--- config.mk ---
export PLATFORM = sky130hd
export DESIGN_NAME = reflector_loader
export DESIGN_NICKNAME = d
export VERILOG_FILES = /design/src/rtl/reflector_loader.sv
export SDC_FILE = /design/constraint.sdc
export NUM_CORES = 1
export LEC_CHECK = 0
export ABC_AREA = 0
export BUFFER_PORTS_ARGS = -buffer_cell sky130_fd_sc_hd__buf_2
export CORE_ASPECT_RATIO = 0.9
export CORE_UTILIZATION = 60
export DETAILED_ROUTE_END_ITERATION = 12
export PLACE_DENSITY = 0.81
export SYNTH_ARGS = -nofsm -noshare
export SYNTH_HDL_FRONTEND = slang
export SYNTH_SLANG_ARGS = --single-unit
--- constraint.sdc ---
create_clock -name clk -period 11 [get_ports clk]
set_clock_uncertainty 0.1 [all_clocks]
set_input_delay 1.1 -clock clk [delete_from_list [all_inputs] [get_ports clk]]
set_output_delay 1.1 -clock clk [all_outputs]
set_load 0.02 [all_outputs]
--- src/rtl/reflector_loader.sv ---
// ---------------------------------------------------------------------------
// reflector_loader
//
// Purpose:
//   Streams a 26-letter reflector wiring table in byte by byte, checks each
//   byte for a legal upper-case letter and for duplicates, and then walks the
//   finished table to confirm it is a fixed-point-free involution. Only a
//   table that passes every check is copied to idx_out, with a one-cycle set
//   strobe. A rejected load leaves the previously committed table in place
//   and reports why it failed.
//
// Ports:
//   clk        in   1    clock
//   reset_n    in   1    asynchronous active-low reset
//   start      in   1    begin a new table load (honoured in IDLE only)
//   in_valid   in   1    in_data carries a wiring byte
//   in_data    in   8    ASCII letter for the current table position
//   in_ready   out  1    a byte is accepted this cycle when in_valid is high
//   idx_out    out  208  committed table, entry i at [207-8i:200-8i]
//   set        out  1    one-cycle strobe when idx_out is updated
//   busy       out  1    high whenever the loader is not idle
//   done       out  1    one-cycle strobe at the end of every load
//   error      out  1    last load was rejected; held until the next start
//   err_code   out  2    01 bad char, 10 duplicate, 11 not a valid reflector
// ---------------------------------------------------------------------------
module reflector_loader (
    input  logic         clk,
    input  logic         reset_n,
    input  logic         start,
    input  logic         in_valid,
    input  logic [7:0]   in_data,
    output logic         in_ready,
    output logic [207:0] idx_out,
    output logic         set,
    output logic         busy,
    output logic         done,
    output logic         error,
    output logic [1:0]   err_code
);

    localparam logic [2:0] S_IDLE   = 3'd0;
    localparam logic [2:0] S_LOAD   = 3'd1;
    localparam logic [2:0] S_CHECK  = 3'd2;
    localparam logic [2:0] S_COMMIT = 3'd3;
    localparam logic [2:0] S_FAIL   = 3'd4;

    localparam logic [1:0] ERR_CHAR = 2'b01;
    localparam logic [1:0] ERR_DUP  = 2'b10;
    localparam logic [1:0] ERR_REFL = 2'b11;

    logic [2:0]   r_state;
    logic [4:0]   r_pos;          // load position in LOAD, check index in CHECK
    logic [25:0]  r_used;         // one bit per letter already seen
    logic [7:0]   r_shadow [26];  // table under construction
    logic [207:0] r_idx;
    logic         r_set;
    logic         r_done;
    logic         r_error;
    logic [1:0]   r_err_code;
    logic [1:0]   r_pend_code;    // reason captured at rejection, published in FAIL

    logic         w_letter;
    logic [4:0]   w_in_off;
    logic [4:0]   w_chk_j;
    logic         w_chk_bad;
    logic [207:0] w_shadow_packed;

    // 'A'..'Z' are 0x41..0x5A, so the low five bits minus one give 0..25
    // without needing the upper bits of a full 8-bit subtraction.
    assign w_letter = (in_data >= 8'h41) && (in_data <= 8'h5A);
    assign w_in_off = in_data[4:0] - 5'd1;

    // Involution check for entry i = r_pos: partner j must map back to i,
    // and j == i would be a letter wired to itself.
    assign w_chk_j   = r_shadow[r_pos][4:0] - 5'd1;
    assign w_chk_bad = (r_shadow[w_chk_j] != (8'h41 + {3'b000, r_pos}))
                    || (w_chk_j == r_pos);

    genvar gi;
    generate
        for (gi = 0; gi < 26; gi++) begin : g_pack
            assign w_shadow_packed[207-8*gi -: 8] = r_shadow[gi];
        end
    endgenerate

    always_ff @(posedge clk or negedge reset_n) begin
        if (!reset_n) begin
            r_state     <= S_IDLE;
            r_pos       <= 5'd0;
            r_used      <= 26'd0;
            for (int k = 0; k < 26; k++) begin
                r_shadow[k] <= 8'h00;
            end
            r_idx       <= 208'd0;
            r_set       <= 1'b0;
            r_done      <= 1'b0;
            r_error     <= 1'b0;
            r_err_code  <= 2'b00;
            r_pend_code <= 2'b00;
        end else begin
            // Strobes default low so they can never last two cycles.
            r_set  <= 1'b0;
            r_done <= 1'b0;
            case (r_state)
                S_IDLE: begin
                    if (start) begin
                        r_state    <= S_LOAD;
                        r_pos      <= 5'd0;
                        r_used     <= 26'd0;
                        r_error    <= 1'b0;
                        r_err_code <= 2'b00;
                    end
                end
                S_LOAD: begin
                    if (in_valid) begin
                        if (!w_letter) begin
                            r_pend_code <= ERR_CHAR;
                            r_state     <= S_FAIL;
                        end else if (r_used[w_in_off]) begin
                            r_pend_code <= ERR_DUP;
                            r_state     <= S_FAIL;
                        end else begin
                            r_shadow[r_pos]  <= in_data;
                            r_used[w_in_off] <= 1'b1;
                            if (r_pos == 5'd25) begin
                                r_pos   <= 5'd0;
                                r_state <= S_CHECK;
                            end else begin
                                r_pos <= r_pos + 5'd1;
                            end
                        end
                    end
                end
                S_CHECK: begin
                    if (w_chk_bad) begin
                        r_pend_code <= ERR_REFL;
                        r_state     <= S_FAIL;
                    end else if (r_pos == 5'd25) begin
                        r_pos   <= 5'd0;
                        r_state <= S_COMMIT;
                    end else begin
                        r_pos <= r_pos + 5'd1;
                    end
                end
                S_COMMIT: begin
                    r_idx   <= w_shadow_packed;
                    r_set   <= 1'b1;
                    r_done  <= 1'b1;
                    r_error <= 1'b0;
                    r_state <= S_IDLE;
                end
                S_FAIL: begin
                    r_error    <= 1'b1;
                    r_err_code <= r_pend_code;
                    r_done     <= 1'b1;
                    r_state    <= S_IDLE;
                end
                default: begin
                    r_state <= S_IDLE;
                end
            endcase
        end
    end

    assign in_ready = (r_state == S_LOAD);
    assign busy     = (r_state != S_IDLE);
    assign idx_out  = r_idx;
    assign set      = r_set;
    assign done     = r_done;
    assign error    = r_error;
    assign err_code = r_err_code;

endmodule

# Word-level counts from Yosys, hierarchy flattened
# Cells that the tools add are included.
[totals] reg_bits=457 output_inout_bits=215
[classes] n_addsub=4 magnitude_cmp=7 n_eq_ne=16 n_mux=44 bitwise=4 n_reduce_logical=19
[ops] operator="208-bit bitwise mux" count=1
[ops] operator="26-bit 2-to-1 mux" count=4
[ops] operator="8-bit binary-select mux with 5-bit select" count=2
[ops] operator="26-bit one-hot mux with 2 select lines" count=1
[ops] operator="8-bit demux with 5-bit select" count=1
[ops] operator="5-bit 2-to-1 mux" count=8
[ops] operator="26-bit bitwise OR" count=1
[ops] operator="8-bit 2-to-1 mux" count=3
[ops] operator="3-bit 2-to-1 mux" count=7
[ops] operator="5-bit one-hot mux with 3 select lines" count=1
[ops] operator="6-bit greater-or-equal comparator (second input constant)" count=2
[ops] operator="5-bit inverter with 6-bit output" count=2
[ops] operator="4-bit AND reduction" count=3
[ops] operator="2-bit 2-to-1 mux" count=5
[ops] operator="2-bit != test (second input constant)" count=5
[ops] operator="5-bit by 1-bit subtractor with 5-bit output (second input constant)" count=2
[ops] operator="3-bit one-hot mux with 3 select lines" count=1
[ops] operator="3-bit nonzero test" count=3
[ops] operator="7-bit by 5-bit adder with 8-bit output (first input constant)" count=1
[ops] operator="8-bit by 7-bit greater-or-equal comparator with 1-bit output (second input constant)" count=1
[ops] operator="8-bit by 7-bit less-or-equal comparator with 1-bit output (second input constant)" count=1
[ops] operator="8-bit != test" count=1
[ops] operator="2-bit one-hot mux with 2 select lines" count=2
[ops] operator="3-bit by 2-bit == test with 1-bit output (second input constant)" count=2
[ops] operator="other kinds (25)" count=34

# Depth between registers and ports, before layout
[depth] word_depth=13 ltp_mapped=24 mapped_depth_nobuf=17

# Least setup slack after synthesis
# No wires, ideal clock.
[synth_timing] path_kind="register to register" start="register r_pos[0]" end="register r_pend_code[1]" t_arrival_ns=5.252 required_ns=10.781 setup_slack_ns=5.529 path_stages_with_launch=21 n_path_buf=4 path_cell_list="dfrtp_1 > buf_6 > mux2_4 > a31o_1 > a311oi_4 > a21oi_4 > inv_4 > buf_2 > clkbuf_1 > ha_1 > clkbuf_1 > inv_1 > a31oi_1 > nor2_2 > mux4_2 > mux2i_1 > or4_1 > o211a_1 > or4_4 > nor3b_1 > o21a_1"
[synth_via] elab_chain_len=13 word_cells_on_any_way=15 classes_between="add/sub: 2; eq/ne: 3; mux: 6; bitwise: 2; reduce/logical: 2"
[synth_lines] item="from (decl)" line="52" text="logic [4:0] r_pos;"
[synth_lines] item="from (signal assigned)" line="129" text="r_pos <= r_pos + 5'd1;"
[synth_lines] item="from (signal assigned)" line="142" text="r_pos <= r_pos + 5'd1;"
[synth_lines] item="5-bit inverter with 6-bit output (implied by the code)" line="75" text="assign w_chk_j = r_shadow[r_pos][4:0] - 5'd1;"
[synth_lines] item="8-bit binary-select mux with 5-bit select" line="75"
[synth_lines] item="5-bit 2-to-1 mux (implied by the code) (2 in series)" line="75"
[synth_lines] item="5-bit by 1-bit subtractor with 5-bit output" line="75"
[synth_lines] item="5-bit inverter with 6-bit output (implied by the code)" line="76" text="assign w_chk_bad = (r_shadow[w_chk_j] != (8'h41 + {3'b000, r_pos}))"
[synth_lines] item="8-bit binary-select mux with 5-bit select" line="76"
[synth_lines] item="8-bit 2-to-1 mux (implied by the code) (2 in series)" line="76"
[synth_lines] item="8-bit != test" line="76"
[synth_lines] item="1-bit logical OR (*)" line="77" text="|| (w_chk_j == r_pos);"
[synth_lines] item="2-bit != test (no source line) (*)"
[synth_lines] item="4-bit AND reduction (no source line) (*)"
[synth_lines] item="to (signal assigned)" line="99" text="r_pend_code <= 2'b00;"
[synth_lines] item="to (signal assigned)" line="117" text="r_pend_code <= ERR_CHAR;"
[synth_lines] item="to (signal assigned)" line="120" text="r_pend_code <= ERR_DUP;"
[synth_lines] item="to (decl)" line="60" text="logic [1:0] r_pend_code;"
# Mark *: on every way between the ends. The rest lies on a longest branch, timed or not. The select of a mux whose other input is x is not followed.
# A chain may end at the register's enable or synchronous reset.

# Worst setup path in the final report
# Same ends and word-level chain as after synthesis.

==> summary.txt <==
Route
  – Final ANT Viol Nets: 0
  – Drt pass-1 iters: 6
  – Total Wirelength: 61.5 mm
  – Avg WL per Cell: 22.4 um
  – Routed via count: 16,712
  – Vias per cell: 6.09
  – DRC: 0
  – Starting DRT DRC Count: 1,265

Timing
  – Fin. Hold Viols: 0
  – Final setup margin: 3610 ps
  – Max transition margin: 0.274
  – FMAX: 0.135 GHz
  – Setup TNS: 0 ps
  – Post-route minimum period: 7390 ps
  – Unrepaired setup endpoints after global routing: no
  – Max-slew violation count: 0
  – Final Cycle Share: 0.672
  – Fin Hold WS: around 370 ps
  – Slew at the pin closest to its max-slew limit: ~1100 ps
  – # setup viols final: 0

Placed design
  – Final Wtd Congestion: slightly above 0.9
  – Post-Place Cells: 2,661
  – Dpl ws: 3700 ps
  – Placed cell area: 0.0223 sq mm
  – Port bufs: ~230
  – Detailed placement HPWL: 41.9 mm

CTS
  – Post-CTS setup buffers: 0
  – Sink Count: 457
  – CTS tree: yes
  – Clock transition at the registers of the reported paths: roughly 60 ps
  – Post-CTS sizing: 0
  – H-tree depth: 2
  – Root buffer cell: clkbuf_16
  – CTS Hold Bufs: 0
  – Skew-Pair Late Insertion Delay: 560 ps
  – Total CTS buffers: 45
  – CTS max path bufs: 3

Floorplanning
  – Core ar.: ~0.034 sq mm
  – Initial Util: 0.612
  – FP Rows: 64
  – Die area: 0.0355 sq mm
  – Die width: a little under 200 um
  – Chip Height: 179 um
  – Ports: 227

Pwr
  – Power density over cell area: 223 mW/mm^2
  – Gate power share: 0.370
  – Sw power: 0.00200 W
  – Leak pwr: 12.5 nW
  – Switching Fraction: 0.380
  – Internal: around 0.0033 W
  – VDD IR-drop max: ~0.22 mV
  – Clock network power share: 0.285
  – Reg power frac: 0.345

Layout
  – # nets final: between 2,000 and 2,500
  – Layout cells sized above 1: 0.208
  – Most frequent cells in the layout: nand2_1 (739), dfrtp_1 (456), buf_2 (225)
  – Fillers: about 2,500
  – Area Overhead vs Synth: 13.4%
  – Most common cell after layout, fill and taps aside: nand2_1
  – Fin area: 0.0237 sq mm
  – Post-Layout Cell Count: 2,742
  – # diodes: 0

Min path
  – Hold Crit Depth: 2
  – Critical hold path startpoint: idx_out[69]
  – Hold Path Class: flip-flop to flip-flop
  – End of the worst hold path: idx_out[69]

Yosys
  – Syn Area/Cell: roughly 10 sq um
  – Primary FF master, synth: dfrtp_1
  – EDFF count, synth: 0
  – Syn nets: 2,094
  – Synth warn: 0
  – Post-Syn Area: 0.0209 sq mm
  – Top cells by area, synth: dfrtp_1 (55%), nand2_1 (13%), mux2_2 (4.6%), mux4_2 (4.2%), mux2i_1 (3.2%)
  – Yosys top cell by area: dfrtp_1
  – Sequential area share after synthesis: 0.548
  – Asr flop ratio synth: 1.00
  – Syn Inst Count: 2,071
  – Distinct cell type count after synthesis: 97
  – Post-synth top area share: 0.548
  – #FFs+latches synth: 457

Setup path
  – Crit path DAT: 7720 ps
  – Crit Path Class: flip-flop to flip-flop
  – Reg2reg start: r_pos[0]
  – Worst r2r path cells: 17
  – RR Endpoint: r_pend_code[1]
  – Max FO, Critical Path: 47
  – Crit path capture type: flip-flop
  – Reg2Reg Setup Slack: 3610 ps
  – Critical path required time: 11,340 ps
  – CP Launch Type: flip-flop

GRT
  – Initial antenna violation count: 0
  – Gr ovfl total: 0
  – Vias in the first global route: between 15,000 and 20,000
  – Total global-route track usage: 0.353
  – Pin count of the biggest net entering global routing: about 190
  – First-pass GRT wire length: 94.5 mm

Run status
  – Status: finished clean

Run
  – Max_cap viols: 0
per-stage QoR:
stage,power (W),utilization
floorplan,0.00320,-
global placement,0.00373,0.652
detailed placement,0.00375,0.652
CTS,0.00525,0.694
global route,0.00549,0.694
finish,0.00527,0.694
power by group through the flow:
stage	Clock, W	Sequential, W	Combinational [W]
CTS	0.00152	0.00181	0.00192
floorplan	0	0.00180	0.00140
global route	0.00158	0.00182	0.00209
finish	0.00150	0.00182	0.00195
detailed placement	0	0.00184	0.00191
global placement	0	0.00184	0.00189
final cells by class:
type / count / area, sq um / share of cell area
clock buffer: 63 / 1280 / 0.0542
clock inverter: 18 / 150 / 0.00634
inverter: 27 / 109 / 0.00460
multi-input combinational: 1470 / 8820 / 0.372
sequential: 457 / 11400 / 0.483
tap: 462 / 578 / 0.0244
timing repair buffer: 245 / 1310 / 0.0553
critical path: stages, from the launching register on:
cell and delay, ps:
dfrtp_2 760, buf_4 610, mux2_4 350, a31o_1 240, a311oi_4 370, a21oi_4 120
inv_4 540, ha_1 250, buf_4 490, inv_1 480, a2111oi_1 950, a222oi_1 220
a211oi_1 350, xnor2_1 160, o2111ai_1 210, or4_4 600, nor3b_1 190, o21a_1 200
logic make-up after synthesis:
family                     after synthesis  synth area share
AOI/OAI and AO/OA                      245            0.0806
xor gates and xnor gates                17           0.00713
adders and majority gates               11           0.00659
muxes                                  197             0.124
and+or+nand+nor                       1000             0.204
buffers and inverters                  144            0.0303
DFF                                    457             0.548
state kept, by name, summed over array words and instances, names as in the netlist:
signal	flops
done	1
r_pos	5
error	1
r_pend_code	2
err_code	2
set	1
r_used	26
r_shadow	208
idx_out	208
r_state	3
synth_stat cells (all sizes together), types with 5 or more instances:
master	instances
a22oi	7
o32ai	9
nor4	7
and3	10
dfrtp	457
a21oi	46
a2111oi	5
a221oi	6
nand4	5
inv	24
and2	62
mux2	91
nand2	739
nand3	31
mux4	39
o31ai	9
nor2	73
buf	33
a31oi	6
a211oi	11
xnor2	13
nand2b	27
a311oi	5
o211ai	10
nor2b	8
mux2i	67
clkbuf	84
o2111ai	6
o221ai	7
ha	11
o21ai	77
nor3	15
worst max path at each step:
stage,startpoint,endpoint,slack (ps)
after floorplan,r_pos[0],r_pend_code[1],5530
after global placement,r_pos[0],r_pend_code[1],3880
after detailed placement,r_pos[0],r_pend_code[1],3700
after CTS,r_pos[0],r_pend_code[1],3650
after global routing,r_pos[0],r_pend_code[1],3210
final,r_pos[0],r_pend_code[1],3610
layer usage:
| metal | track usage | vias up | wire length [um] | share of wire |
|---|---|---|---|---|
| met2 | 0.538 | 852 | 28000 | 0.46 |
| met4 | 0.139 | 0 | 2440 | 0.040 |
| met1 | 0.507 | 8380 | 25900 | 0.42 |
| met3 | 0.0613 | 145 | 5170 | 0.084 |
| li1 | - | 7335 | - | - |
| met5 | 0 | - | 0 | 0 |
Note: power is estimated with default switching activity, not from simulation.
